[config.mk]
export PLATFORM = sky130hd
export DESIGN_NAME = show_uart_tx_flat
export DESIGN_NICKNAME = d
export VERILOG_FILES = /design/src/rtl/show_pkg.sv /design/src/rtl/show_uart_tx_if.sv /design/src/rtl/show_uart_tx_bit_timer.sv /design/src/rtl/show_uart_tx.sv /design/src/flat_wrapper.sv
export SDC_FILE = /design/constraint.sdc
export NUM_CORES = 1
export LEC_CHECK = 0
export ABC_CLOCK_PERIOD_IN_PS = 8800
export CORE_ASPECT_RATIO = 1.5
export CORE_MARGIN = 2
export CORE_UTILIZATION = 35
export DETAILED_ROUTE_END_ITERATION = 8
export PLACE_DENSITY = 0.61
export SYNTH_ARGS = -nofsm -noshare
export SYNTH_HDL_FRONTEND = slang
export SYNTH_SLANG_ARGS = --single-unit
export TNS_END_PERCENT = 50
[constraint.sdc]
create_clock -name clk -period 8.8 [get_ports clk]
set_input_delay 2.64 -clock clk [delete_from_list [all_inputs] [get_ports clk]]
set_output_delay 2.64 -clock clk [all_outputs]
set_load 0.02 [all_outputs]
[src/rtl/show_pkg.sv]
// Shared constants and types for the debug-frame UART transmitter.
// FRAME_BYTES sets the snapshot width; LEN_W is wide enough to carry 0..FRAME_BYTES.
package show_pkg;

  localparam int FRAME_BYTES = 16;
  localparam int LEN_W       = 5;
  localparam int UART_BITS   = 10;

  typedef enum logic [2:0] {
    IDLE   = 3'd0,
    START  = 3'd1,
    DATA   = 3'd2,
    STOP   = 3'd3,
    FINISH = 3'd4
  } show_tx_state_t;

  // Requests longer than the frame are treated as a full frame.
  function automatic logic [LEN_W-1:0] clamp_len(input logic [LEN_W-1:0] len,
                                                 input logic [LEN_W-1:0] max_len);
    logic [LEN_W-1:0] res;
    if (len > max_len) begin
      res = max_len;
    end else begin
      res = len;
    end
    return res;
  endfunction

endpackage

[src/rtl/show_uart_tx_if.sv]
// Request/status bundle between the debug-frame producer and the UART transmitter.
// The producer holds the master modport, the transmitter the slave modport.
interface show_uart_tx_if #(
  parameter int FRAME_BYTES = show_pkg::FRAME_BYTES
);
  import show_pkg::*;

  logic                     send;
  logic [8*FRAME_BYTES-1:0] data;
  logic [LEN_W-1:0]         len;
  logic                     txd;
  logic                     busy;
  logic                     done;
  logic [7:0]               drop_cnt;

  modport master (
    output send, data, len,
    input  txd, busy, done, drop_cnt
  );

  modport slave (
    input  send, data, len,
    output txd, busy, done, drop_cnt
  );

endinterface

[src/rtl/show_uart_tx_bit_timer.sv]
// Bit-period counter: counts 0..CLKS_PER_BIT-1 and flags the last cycle of each bit.
// Restart holds it at zero so the first bit after a restart gets a full period.
module uart_bit_timer #(
  parameter int CLKS_PER_BIT = 868
) (
  input  logic clk,
  input  logic reset,
  input  logic restart,
  output logic tick
);

  localparam logic [15:0] LAST = 16'(CLKS_PER_BIT - 1);

  logic [15:0] cnt_q;

  assign tick = (cnt_q == LAST);

  // bit-period counter, wraps on its own at every bit boundary
  always_ff @(posedge clk) begin
    if (reset) begin
      cnt_q <= 16'd0;
    end else if (restart || tick) begin
      cnt_q <= 16'd0;
    end else begin
      cnt_q <= cnt_q + 16'd1;
    end
  end

endmodule

[src/rtl/show_uart_tx.sv]
// 8N1 serialiser for the debug frame: snapshots data/len on accept and sends the
// valid bytes highest index first, each LSB first, with busy/done status and a drop counter.
module show_uart_tx
  import show_pkg::*;
#(
  parameter int CLKS_PER_BIT = 868,
  parameter int FRAME_BYTES  = show_pkg::FRAME_BYTES
) (
  input  logic            clk,
  input  logic            reset,
  show_uart_tx_if.slave   bus
);

  localparam int DATA_W = 8 * FRAME_BYTES;
  localparam int IDX_W  = (FRAME_BYTES > 1) ? $clog2(FRAME_BYTES) : 1;
  localparam logic [LEN_W-1:0] MAX_LEN = LEN_W'(FRAME_BYTES);

  show_tx_state_t     state_q;
  logic               txd_q;
  logic               busy_q;
  logic               done_q;
  logic [7:0]         drop_cnt_q;
  logic [7:0]         drop_cnt_d;
  logic [DATA_W-1:0]  frame_q;
  logic [7:0]         shift_q;
  logic [2:0]         bit_idx_q;
  logic [IDX_W-1:0]   byte_idx_q;

  logic [LEN_W-1:0]   len_clamped_s;
  logic [LEN_W-1:0]   len_m1_s;
  logic [IDX_W-1:0]   first_idx_s;
  logic [IDX_W-1:0]   prev_idx_s;
  logic [7:0]         first_byte_s;
  logic [7:0]         next_byte_s;
  logic               timer_restart_s;
  logic               tick_s;

  uart_bit_timer #(
    .CLKS_PER_BIT(CLKS_PER_BIT)
  ) u_bit_timer (
    .clk    (clk),
    .reset  (reset),
    .restart(timer_restart_s),
    .tick   (tick_s)
  );

  // byte selection, timer control and drop-counter next state
  always_comb begin
    len_clamped_s   = clamp_len(bus.len, MAX_LEN);
    len_m1_s        = len_clamped_s - {{(LEN_W-1){1'b0}}, 1'b1};
    first_idx_s     = len_m1_s[IDX_W-1:0];
    prev_idx_s      = byte_idx_q - {{(IDX_W-1){1'b0}}, 1'b1};
    first_byte_s    = bus.data[{first_idx_s, 3'b000} +: 8];
    next_byte_s     = frame_q[{prev_idx_s, 3'b000} +: 8];
    timer_restart_s = (state_q == IDLE) || (state_q == FINISH);
    if (bus.send && busy_q && (drop_cnt_q != 8'hFF)) begin
      drop_cnt_d = drop_cnt_q + 8'd1;
    end else begin
      drop_cnt_d = drop_cnt_q;
    end
  end

  // transmit FSM with registered line and status outputs
  always_ff @(posedge clk) begin
    if (reset) begin
      state_q    <= IDLE;
      txd_q      <= 1'b1;
      busy_q     <= 1'b0;
      done_q     <= 1'b0;
      drop_cnt_q <= 8'd0;
      frame_q    <= '0;
      shift_q    <= 8'd0;
      bit_idx_q  <= 3'd0;
      byte_idx_q <= '0;
    end else begin
      drop_cnt_q <= drop_cnt_d;
      done_q     <= 1'b0;
      case (state_q)
        IDLE: begin
          txd_q  <= 1'b1;
          busy_q <= 1'b0;
          if (bus.send) begin
            frame_q    <= bus.data;
            busy_q     <= 1'b1;
            byte_idx_q <= first_idx_s;
            shift_q    <= first_byte_s;
            bit_idx_q  <= 3'd0;
            if (len_clamped_s == '0) begin
              // empty frame: a lone FINISH cycle, line never leaves idle
              state_q <= FINISH;
              done_q  <= 1'b1;
            end else begin
              state_q <= START;
              txd_q   <= 1'b0;
            end
          end
        end
        START: begin
          if (tick_s) begin
            state_q   <= DATA;
            txd_q     <= shift_q[0];
            shift_q   <= {1'b0, shift_q[7:1]};
            bit_idx_q <= 3'd0;
          end
        end
        DATA: begin
          if (tick_s) begin
            if (bit_idx_q == 3'd7) begin
              state_q <= STOP;
              txd_q   <= 1'b1;
            end else begin
              txd_q     <= shift_q[0];
              shift_q   <= {1'b0, shift_q[7:1]};
              bit_idx_q <= bit_idx_q + 3'd1;
            end
          end
        end
        STOP: begin
          if (tick_s) begin
            if (byte_idx_q == '0) begin
              state_q <= FINISH;
              txd_q   <= 1'b1;
              done_q  <= 1'b1;
            end else begin
              state_q    <= START;
              byte_idx_q <= prev_idx_s;
              shift_q    <= next_byte_s;
              txd_q      <= 1'b0;
            end
          end
        end
        FINISH: begin
          state_q <= IDLE;
          busy_q  <= 1'b0;
          txd_q   <= 1'b1;
        end
        default: begin
          state_q <= IDLE;
          busy_q  <= 1'b0;
          txd_q   <= 1'b1;
        end
      endcase
    end
  end

  assign bus.txd      = txd_q;
  assign bus.busy     = busy_q;
  assign bus.done     = done_q;
  assign bus.drop_cnt = drop_cnt_q;

endmodule

[src/flat_wrapper.sv]
// flat-port wrapper written by rule: the top's interface ports become plain ports
module show_uart_tx_flat import show_pkg::*;
#(
  parameter int CLKS_PER_BIT = 868,
  parameter int FRAME_BYTES  = show_pkg::FRAME_BYTES
)
  (clk, reset, bus_send, bus_data, bus_len, bus_txd, bus_busy, bus_done, bus_drop_cnt);
  show_uart_tx_if #(.FRAME_BYTES(FRAME_BYTES)) bus_i ();
  input  logic clk;
  input  logic reset;
  input wire logic [$bits(bus_i.send)-1:0] bus_send;
  input wire logic [$bits(bus_i.data)-1:0] bus_data;
  input wire logic [$bits(bus_i.len)-1:0] bus_len;
  output wire logic [$bits(bus_i.txd)-1:0] bus_txd;
  output wire logic [$bits(bus_i.busy)-1:0] bus_busy;
  output wire logic [$bits(bus_i.done)-1:0] bus_done;
  output wire logic [$bits(bus_i.drop_cnt)-1:0] bus_drop_cnt;
  assign bus_i.send = bus_send;
  assign bus_i.data = bus_data;
  assign bus_i.len = bus_len;
  assign bus_txd = bus_i.txd;
  assign bus_busy = bus_i.busy;
  assign bus_done = bus_i.done;
  assign bus_drop_cnt = bus_i.drop_cnt;
  show_uart_tx #(.CLKS_PER_BIT(CLKS_PER_BIT), .FRAME_BYTES(FRAME_BYTES)) u_core (.clk(clk), .reset(reset), .bus(bus_i));
endmodule
==> results.md <==
* Final net count at 1222
* PnR Total Power at between 2000 and 2500 µW
* CP Max Fanout at 35
* Wire per inst at 20.09 µm
* Setup-failing EPs final at 0
* Fraction of layout cells with a size suffix above 1 at about a tenth
* Largest family of logic cells by synthesized area: simple AND/OR/NAND/NOR gates
* Worst Path Required at 9.18 ns
* Place WS at between 2 and 3 ns
* CTS tree: built
* Synth Area in Adders at 1.015%
* Largest net degree at the start of global routing at 79
* Post-synthesis xor/xnor area fraction at 2.653%
* Fmax at between 150 and 200 MHz
* RSZ-0062 raised after global routing: false
* Final Critical Period at 5.680 ns
* Critical path capture point type: flip-flop
* Post-Syn Area at roughly 8600 µm²
* VDD IR max at 145.4 µV
* Worst setup margin at roughly 3.1 ns
* Worst skew pair latency at between 0.4 and 0.5 ns
* TNS Setup at 0 ns
* MaxCap Viol Count at 0
* Clock sinks at around 170
* Routed WL at between 20000 and 30000 µm
* Yosys top cell area share at roughly two fifths
* Final Hold Viols at 0
* H-tree depth at 4
* Worst Tran Pin Value at 0.9241 ns
* Most frequent cells in the layout: 291 x nand2_1, 172 x dfxtp_1, 145 x clkdlybuf4s50_1, 141 x a21oi_1, 60 x mux4_2
* Synth Warn # at 0
* Top Usage Layer GRT: met2
* Count of different cell masters after synthesis at 48
* Compound-cell area share of the yosys netlist at 13.41%
* Area grow syn2layout at 26.53%
* Core area at roughly 24000 µm²
* Drt pass-1 iters at 5
* Setup Skew at 0.01235 ns
* Register bit total from synthesis at around 170
* Maximum buffer depth of the clock tree at 2
* Mux contribution to synthesized area at between 15 and 20%
* CTS Buf Count at 17
* Final worst path period share at around 65%
* Hold_buf cts at 0
* Synth Instances at 978
* Post-CTS setup buffers at 0
* Die area at about 26000 µm²
* Synth Area in Simple Gates at between 10% and 20%
* # DRC at 0
* Final RePlAce weighted congestion at around 0.89
* Number of global-route vias before repair at ~7.4k
* Asr flop ratio synth at 0%
* GRT met1 Usage at approximately 25%
* Initial antenna violation count at 0
* Initial Util at 35.44%
* Detailed-route via count at between 7k and 8k
* Crit Path Category: in -> reg
* ANT nets after route at 0
* Global Route met3 Usage at under 10%
* Iter 0 DRT Violations at 649
* Relative slew margins at 38.29%
* Startpoint Class: input port
* Port Buf Inserts at 146
* Antenna Cells at 0
* CTS root buffer: clkbuf_16
* Outcome: completed
* Met2 usage at a little under two fifths
* Slew Viols, Final at 0
* First-pass GRT wire length at roughly 43000 µm
* Io pins at 147
* Lkg Pwr at roughly 0.0039 µW
* Ranking of synthesized cells by area: dfxtp_1 40%, mux4_2 16%, nand2_1 13%
* Rows at 70
* HPWL after detailed placement at 21020 µm
* EDFF count, synth at 0
* Drt via density at approximately 5.4
* Commonest non-fill, non-tap cell in the layout: nand2_1
* Post-CTS sizing at 0
* Worst Hold Class: reg -> reg
* WP data arrival at 6.06 ns
* Sequential area share after synthesis at 40.13%
* GRT overflow at 0
* Mean post-synth cell area at around 8.8 µm²
* Post-synth top area cell: dfxtp_1
* Power Density at 194.0 nW/µm²
* Die Span Y at 196.3 µm
* Post-synth net total at between 1k and 1.5k
* Reg clk slew, reported paths at around 0.060 ns
* Top FF cell, synth: dfxtp_1
* Overall die width at between 100 and 150 µm
* GRT Overall Usage at between 20% and 30%
==> critical path, stage by stage <==
cell	delay, ns
clkdlybuf4s50_1	0.49
nor2b_1	0.56
inv_1	0.40
ha_1	0.40
buf_4	0.41
mux2i_1	0.17
mux4_2	0.48
a21o_1	0.19
a31oi_1	0.14
o311a_1	0.15
==> sequential cells by signal, summed over array words and instances, names as in the netlist, 3 cells and up <==
name and count:
u_core.byte_idx_q 4, u_core.bit_idx_q 3, u_core.state_q 3, u_core.shift_q 8
u_core.u_bit_timer.cnt_q 16, u_core.bus.drop_cnt 8, u_core.frame_q 128
==> final cells by class <==
| class | count | area (µm²) |
|---|---|---|
| fillers | 2451 | 13430 |
| multi-input cells | 726 | 4861 |
| flip-flops and latches | 173 | 3465 |
| repair buffers | 153 | 1511 |
| clock buffers | 18 | 439.2 |
| well taps | 324 | 405.4 |
| clock inverters | 14 | 207.7 |
| inverters | 8 | 30.03 |
==> metrics by stage <==
| stage | hold WS, ns | cells | util, % | instance area, µm² |
|---|---|---|---|---|
| after floorplan | 0.4260 | 978 | - | 8630 |
| after global placement | 0.4384 | 1384 | 42.19 | 10270 |
| after detailed placement | 0.4442 | 1384 | 42.19 | 10270 |
| after CTS | 0.4538 | 1416 | 44.85 | 10920 |
| after global routing | 0.4710 | 1416 | 44.85 | 10920 |
| final | 0.4524 | 1416 | 44.85 | 10920 |
==> where the power goes <==
part	internal [µW]	switching [µW]	total [µW]	leakage, µW
sequential	834	29.3	864	0.00142
clock	489	343	833	0.000316
combinational	195	227	423	0.00221
==> final timing paths <==
check	start	endpoint	slack (ns)	cells past startpoint
hold / removal	u_core.frame_q[10]	u_core.frame_q[10]	0.45	2
setup reg to reg	u_core.byte_idx_q[0]	u_core.shift_q[4]	5.98	8
setup / recovery	bus_len[0]	u_core.shift_q[6]	3.12	10
hold reg to reg	u_core.frame_q[10]	u_core.frame_q[10]	0.45	2
==> layer usage <==
metal | wire, µm | vias up
met1 | 10640 | 3702
met4 | 1825 | 0
met3 | 1652 | 76
met2 | 14320 | 294
li1 | - | 3616
met5 | 0 | -
==> cell families after synthesis <==
kind of cell	Yosys count
mux	90
compound gates	200
flops	173
xor+xnor	24
buf+inv	79
simple gates	405
fa+ha+maj	7
==> cells in the mapped netlist (3+ instances only) <==
master,instances
mux2i_1,26
a21o_1,7
and2_1,3
buf_4,3
mux2_2,3
dfxtp_1,173
buf_2,6
a21oi_1,141
clkbuf_1,50
a31oi_1,4
inv_1,8
nor2b_1,7
nand4_1,5
nand2b_1,7
nand3_1,9
a22oi_1,6
ha_1,7
nor2_1,48
xnor2_1,9
o21ai_0,7
nand2_1,292
nor3_1,8
o22ai_1,8
nor3b_1,3
xor2_1,14
mux4_2,60
o211ai_1,3
a311oi_1,7
or3_1,5
a211oi_1,8
buf_1,12
and3_1,8
No activity file was read; power rests on OpenSTA's default activity.
